### src/rtl/store_issue_port.sv
// Store-queue drain: one-entry holding register feeding the shared data-memory
// write port, with outstanding-write tracking and a load-starvation guard.
module store_issue_port #(
    parameter int MAX_OUTSTANDING = 4,
    parameter int STARVE_LIMIT    = 8
) (
    input  logic        clk,
    input  logic        rst,
    input  logic        sq_valid,
    input  logic [31:0] sq_addr,
    input  logic [3:0]  sq_be,
    input  logic [31:0] sq_data,
    output logic        sq_pop,
    input  logic        load_pending,
    output logic        store_priority,
    output logic        wr_req,
    output logic [31:0] wr_addr,
    output logic [3:0]  wr_be,
    output logic [31:0] wr_data,
    input  logic        wr_ack,
    input  logic        wr_done,
    output logic        stores_drained,
    output logic [3:0]  outstanding
);
    localparam logic [3:0] CapCnt    = 4'(MAX_OUTSTANDING);
    localparam logic [7:0] StarveMax = 8'(STARVE_LIMIT);

    logic        hold_valid_q, hold_valid_d;
    logic [29:0] hold_addr_q, hold_addr_d;
    logic [3:0]  hold_be_q, hold_be_d;
    logic [31:0] hold_data_q, hold_data_d;
    logic [3:0]  out_cnt_q, out_cnt_d;
    logic [7:0]  starve_cnt_q, starve_cnt_d;
    logic        blocked, cap, accept;
    logic        addr_lo_unused;

    // Writes are word-granular; the byte offset is already encoded in sq_be.
    assign addr_lo_unused = ^sq_addr[1:0];

    always_comb begin
        store_priority = (starve_cnt_q == StarveMax) && hold_valid_q;
        blocked        = load_pending && !store_priority;
        cap            = (out_cnt_q == CapCnt);
        wr_req         = hold_valid_q && !blocked && !cap;
        accept         = wr_req && wr_ack;
        sq_pop         = sq_valid && (!hold_valid_q || accept) && !rst;
        wr_addr        = {hold_addr_q, 2'b00};
        wr_be          = hold_be_q;
        wr_data        = hold_data_q;
        stores_drained = !hold_valid_q && (out_cnt_q == 4'd0);
        outstanding    = out_cnt_q;

        hold_valid_d = hold_valid_q;
        hold_addr_d  = hold_addr_q;
        hold_be_d    = hold_be_q;
        hold_data_d  = hold_data_q;
        if (sq_pop) begin
            hold_valid_d = 1'b1;
            hold_addr_d  = sq_addr[31:2];
            hold_be_d    = sq_be;
            hold_data_d  = sq_data;
        end else if (accept) begin
            hold_valid_d = 1'b0;
        end

        out_cnt_d = out_cnt_q;
        if (accept && !wr_done)
            out_cnt_d = out_cnt_q + 4'd1;
        else if (wr_done && !accept && out_cnt_q != 4'd0)
            out_cnt_d = out_cnt_q - 4'd1;

        // Cap stalls are not load contention, so only 'blocked' ages the store.
        starve_cnt_d = starve_cnt_q;
        if (accept || !hold_valid_q)
            starve_cnt_d = 8'd0;
        else if (blocked && starve_cnt_q != StarveMax)
            starve_cnt_d = starve_cnt_q + 8'd1;
    end

    always_ff @(posedge clk or posedge rst) begin
        if (rst) begin
            hold_valid_q <= 1'b0;
            hold_addr_q  <= '0;
            hold_be_q    <= '0;
            hold_data_q  <= '0;
            out_cnt_q    <= '0;
            starve_cnt_q <= '0;
        end else begin
            hold_valid_q <= hold_valid_d;
            hold_addr_q  <= hold_addr_d;
            hold_be_q    <= hold_be_d;
            hold_data_q  <= hold_data_d;
            out_cnt_q    <= out_cnt_d;
            starve_cnt_q <= starve_cnt_d;
        end
    end

`ifndef SYNTHESIS
    a_no_done_underflow: assert property (@(posedge clk) disable iff (rst)
        !(wr_done && out_cnt_q == 4'd0));
`endif

endmodule

### config.mk
export PLATFORM = sky130hd
export DESIGN_NAME = store_issue_port
export DESIGN_NICKNAME = d
export VERILOG_FILES = /design/src/rtl/store_issue_port.sv
export SDC_FILE = /design/constraint.sdc
export NUM_CORES = 1
export LEC_CHECK = 0
export BUFFER_PORTS_ARGS = -buffer_cell sky130_fd_sc_hd__buf_2
export CAP_MARGIN = 40
export CORE_ASPECT_RATIO = 0.6
export CORE_MARGIN = 3
export CORE_UTILIZATION = 30
export DETAILED_ROUTE_END_ITERATION = 12
export RECOVER_POWER = 25
export SYNTH_ARGS = -nofsm -noshare
export SYNTH_HDL_FRONTEND = slang
export SYNTH_SLANG_ARGS = --single-unit
export TNS_END_PERCENT = 100
### constraint.sdc
create_clock -name clk -period 4.85 [get_ports clk]
set_input_delay 0.97 -clock clk [delete_from_list [all_inputs] [get_ports clk]]
set_output_delay 0.97 -clock clk [all_outputs]
set_load 0.005 [all_outputs]
# Yosys cells after proc, flatten, opt, wreduce, memory -nomap -nowiden
# Index checks and enable logic that the tools add are counted.
# W data, S select, Z words.
# op_classes
n_addsub,3
n_eq_ne,3
mux,6
n_reduce_logical,25
# ops
op,count
$mux W8,2
$logic_and A1 B1 Y1,12
$add A8 B1 Y8 const B,1
$eq A8 B4 Y1 const B,1
$mux W4,2
$ne A8 B4 Y1 const B,1
$logic_not A1 Y1,7
$reduce_bool A2 Y1,3
$add A4 B1 Y4 const B,1
$eq A4 B3 Y1 const B,1
$logic_not A4 Y1,1
$reduce_bool A4 Y1,1
$sub A4 B1 Y4 const B,1
$mux W1,2
$logic_or A1 B1 Y1,1
# word_totals
register_bits,79
out_inout_bits,76
elab_cells,43

# Logic depth before layout (Yosys ltp)
# depth
word_depth,13
ltp_mapped,13

# Worst setup path after synthesis
# Ideal clock, no wire load.
# synth_timing
path_kind,input to output
startpoint,input port rst
endpoint,output port sq_pop
t_arrival_ns,3.417
required_time_ns,3.880
setup_slack_ns,0.463
path_stages,5
path_buffers,2
cell_sequence,inv_1 > nand2_1 > and2b_4 > buf_12 > buf_12
# synth_via
elab_chain_len,2
# synth_lines
item,line,text
"start, declared",8,"input logic rst,"
$logic_not A1 Y1 (no source line),--,
$logic_and A1 B1 Y1,46,sq_pop = sq_valid && (!hold_valid_q || accept) && !rst;
"end, declared",13,"output logic sq_pop,"
# No other way between the ends.

# Worst setup path after layout
# layout_timing
startpoint,register starve_cnt_q[0]
endpoint,output port sq_pop
# layout_via
elab_chain_len,11
# layout_lines
item,line,text
"start, declared",33,"logic [7:0] starve_cnt_q, starve_cnt_d;"
"start signal, assigned",94,starve_cnt_q <= starve_cnt_d;
$eq A8 B4 Y1,41,store_priority = (starve_cnt_q == StarveMax) && hold_valid_q;
$logic_and A1 B1 Y1,41,
$logic_not A1 Y1,42,blocked = load_pending && !store_priority;
$logic_and A1 B1 Y1,42,
$logic_not A1 Y1,44,wr_req = hold_valid_q && !blocked && !cap;
$logic_and A1 B1 Y1 (2 in series),44,
$logic_and A1 B1 Y1,45,accept = wr_req && wr_ack;
$logic_or A1 B1 Y1,46,
$logic_and A1 B1 Y1 (2 in series),46,
# No other way between the ends.

==> results by group <==
Synth
  – Cell type with the largest total area after synthesis: sky130_fd_sc_hd__dfrtp_1
  – Unique cell type count in the Yosys netlist: 38
  – Cells after synthesis: 239
  – Total number of yosys warnings: 0
  – Area of the mapped netlist: 0.00351 mm2
  – Top cells by area, synth: sky130_fd_sc_hd__dfrtp_1 56%, sky130_fd_sc_hd__mux2_4 12%, sky130_fd_sc_hd__mux2_2 12%, sky130_fd_sc_hd__buf_12 2.3%, sky130_fd_sc_hd__ha_1 1.4%
  – Portion of synthesized cell area occupied by the leading cell type: 56.3%
  – Number of flip-flops and latches in the synthesized netlist: 79
  – Avg Cell Area, Syn: 14.7 um2
  – Portion of the post-synthesis area used by sequential elements: 56.3%

Clock network
  – TritonCTS clock tree: yes
  – Resized Gates After CTS: 0
  – Maximum clock insertion buffer count: 2
  – Reg clk slew, reported paths: 0.06 ns
  – Sinks on Clock Net: 79
  – Worst-skew pair later-pin latency: 0.33 ns
  – Post-CTS setup buffer count: 0
  – Post-CTS Hold Buffers: 0
  – Master cell of the clock root buffer: sky130_fd_sc_hd__clkbuf_16
  – CTS H-tree depth: 3
  – CTS buffer count: 9

Die
  – Die H: 89.8 um
  – Die outline area: 0.0131 mm2
  – I/O Pins: 150
  – Die X: 146 um
  – Area of the core region: 0.0110 mm2
  – Count of standard-cell rows: 29
  – Starting utilization of the core area: 31.9%

Power
  – VDD IR max: 0.182 mV
  – Power density cells: 508 mW/mm2
  – Leakage power: 0.00225 uW

Detailed routing
  – Detailed-route wire length per cell: 14.0 um
  – Total length of routed wires: 7680 um
  – Detailed-route via count: 2430
  – Number of remaining DRC errors: 0
  – Antenna-violating nets left: 0
  – Number of search-and-repair iterations in the first detailed-routing pass: 4
  – Starting DRC count in detailed routing: 85
  – Routed via count divided by cell count: 4.43

Min path
  – WHS Path Cells: 1
  – Path category of the worst min-delay check: flop to flop

Worst setup path
  – WS Path Type: flop to primary output
  – Required @ worst endpoint: 3.88 ns
  – Crit path capture type: primary output
  – Startpoint Class: flop
  – Worst path arrival time: 2.90 ns
  – Max FO, Critical Path: 10
  – Number of cells traversed by the worst register-to-register path: 12

Global route
  – Pin count of the biggest net entering global routing: 48
  – First-pass GRT wire length: 12600 um
  – Number of global-route vias before repair: 2451
  – Number of antenna violations at the first check in global routing: 0
  – Remaining global-route overflow: 0
  – Total routing usage reported by global routing: 11.8%

Final layout
  – Area growth from synthesis to final layout: 33.3%
  – Number of nets in the layout: 467
  – Antenna diode instance count: 0
  – Highest-count cells in the layout ignoring fill and taps: 145 x sky130_fd_sc_hd__buf_2, 79 x sky130_fd_sc_hd__dfrtp_1, 37 x sky130_fd_sc_hd__mux2_2, 29 x sky130_fd_sc_hd__mux2_4
  – Fraction of layout cells with a size suffix above 1: 59.3%
  – Most common cell after layout, fill and taps aside: sky130_fd_sc_hd__buf_2

Placed design
  – DPL Wire Length: 5700 um
  – Quantity of I/O buffers inserted on ports: 145
  – Weighted congestion reported at the end of routability-driven placement: 0.836

Timing
  – Shortest clock period the worst path allows after layout: 3.87 ns
  – Minimum hold slack: 0.500 ns
  – Max-slew violations: 33
  – Tcrit/Tclk final: 79.8%
  – Worst clock skew on the final layout: 0.00644 ns
  – Final hold viol count: 0
  – RSZ-0062 raised after global routing: false
  – Max-slew headroom at the worst pin: -22.4%
  – Peak Freq: 258 MHz
  – Setup-violating endpoint count in the final report: 0
  – Total negative setup slack: 0 ns
  – Slew at the pin with the worst max-slew slack: 1.84 ns

Run status
  – Outcome: finished, violations left
  – Violated checks: capacitance limit, slew limit

Job
  – MaxCap Viol Count: 1
==> cell type report <==
class | count | area [um2]
Clock buffer | 11 | 243
Fill cell | 1046 | 6310
Tap cell | 155 | 194
Sequential cell | 79 | 1980
Inverter | 8 | 31.3
Clock inverter | 5 | 81.3
Multi-Input combinational cell | 141 | 1370
Timing Repair Buffer | 149 | 785
==> worst paths after layout <==
check / from / slack [ns] / end
max: starve_cnt_q[0]$_DFFE_PP0P_ / 0.98 / sq_pop
min: hold_addr_q[3]$_DFFE_PP0P_ / 0.50 / hold_addr_q[3]$_DFFE_PP0P_
max reg2reg: starve_cnt_q[0]$_DFFE_PP0P_ / 1.08 / outstanding[3]$_DFFE_PP0P_
min reg2reg: hold_addr_q[3]$_DFFE_PP0P_ / 0.50 / hold_addr_q[3]$_DFFE_PP0P_
max in group asynchronous: rst / 2.45 / wr_data[10]$_DFFE_PP0P_
min in group asynchronous: rst / 1.34 / hold_addr_q[10]$_DFFE_PP0P_
==> kinds of logic (layout without fill, tap and decap cells) <==
kind of cell	after synthesis	after routing	synth area share (%)
fa+ha+maj	5	5	2.00
buf+inv	20	173	4.74
flops	79	79	56.3
other cells	1	2	0.107
mux	66	66	24.3
xor+xnor	9	9	2.24
compound gates	21	21	4.81
simple gates	38	38	5.56
==> synth_stat cells (all sizes together) <==
master,count
or3,1
ha,4
nand2,11
nand4,3
inv,8
xor2,5
o21ai,1
nor3b,1
a221oi,1
o221ai,1
o211ai,1
and2b,1
nor2,11
a211oi,2
dfrtp,79
o32a,1
o311ai,3
clkbuf,2
o31ai,1
and3,2
nor4,2
mux2,66
o41a,1
a21o,1
nand4b,1
a21oi,4
buf,10
or4b,1
a31oi,3
nor3,2
o41ai,1
conb,1
xnor2,4
and2,2
fa,1
==> stage by stage <==
step           setup WS [ns]  instance area, um2  power (uW)  util [%]  std cells
2_1_floorplan          0.463                3520        1380         -        240
5_1_grt                0.741                4680        2530      42.6        548
6_report               0.978                4680        2380      42.6        548
4_1_cts                0.950                4690        2430      42.6        548
3_3_place_gp            1.10                4320        1650      39.3        530
3_5_place_dp            1.15                4360        1680      39.7        532
==> flip-flops by register name (all words and copies together) (netlist names) <==
| register | count |
|---|---|
| outstanding | 4 |
| starve_cnt_q | 8 |
| wr_be | 4 |
| hold_valid_q | 1 |
| wr_data | 32 |
| hold_addr_q | 30 |
==> critical path, stage by stage, from the launching register on <==
cell,delay (ns)
sky130_fd_sc_hd__dfrtp_1,0.45
sky130_fd_sc_hd__inv_1,0.09
sky130_fd_sc_hd__ha_1,0.13
sky130_fd_sc_hd__or4b_4,0.47
sky130_fd_sc_hd__o41a_1,0.48
sky130_fd_sc_hd__o31ai_4,0.50
sky130_fd_sc_hd__and2b_4,0.31
sky130_fd_sc_hd__buf_2,0.14
==> report_power, final <==
| group | switching [uW] | internal, uW | total [uW] |
|---|---|---|---|
| sequential | 134 | 857 | 991 |
| clock | 259 | 465 | 724 |
| combinational | 262 | 401 | 663 |
==> layer usage <==
metal	vias to the layer above	GRT usage (%)	wire length [um]	part of all wire, %
met5	-	0	0	0
met4	0	4.27	56	0.73
met3	4	4.22	583	7.6
met2	93	18.4	3460	45
met1	1188	15.2	3580	47
li1	1145	-	-	-
Note: power is estimated with default switching activity, not from simulation.
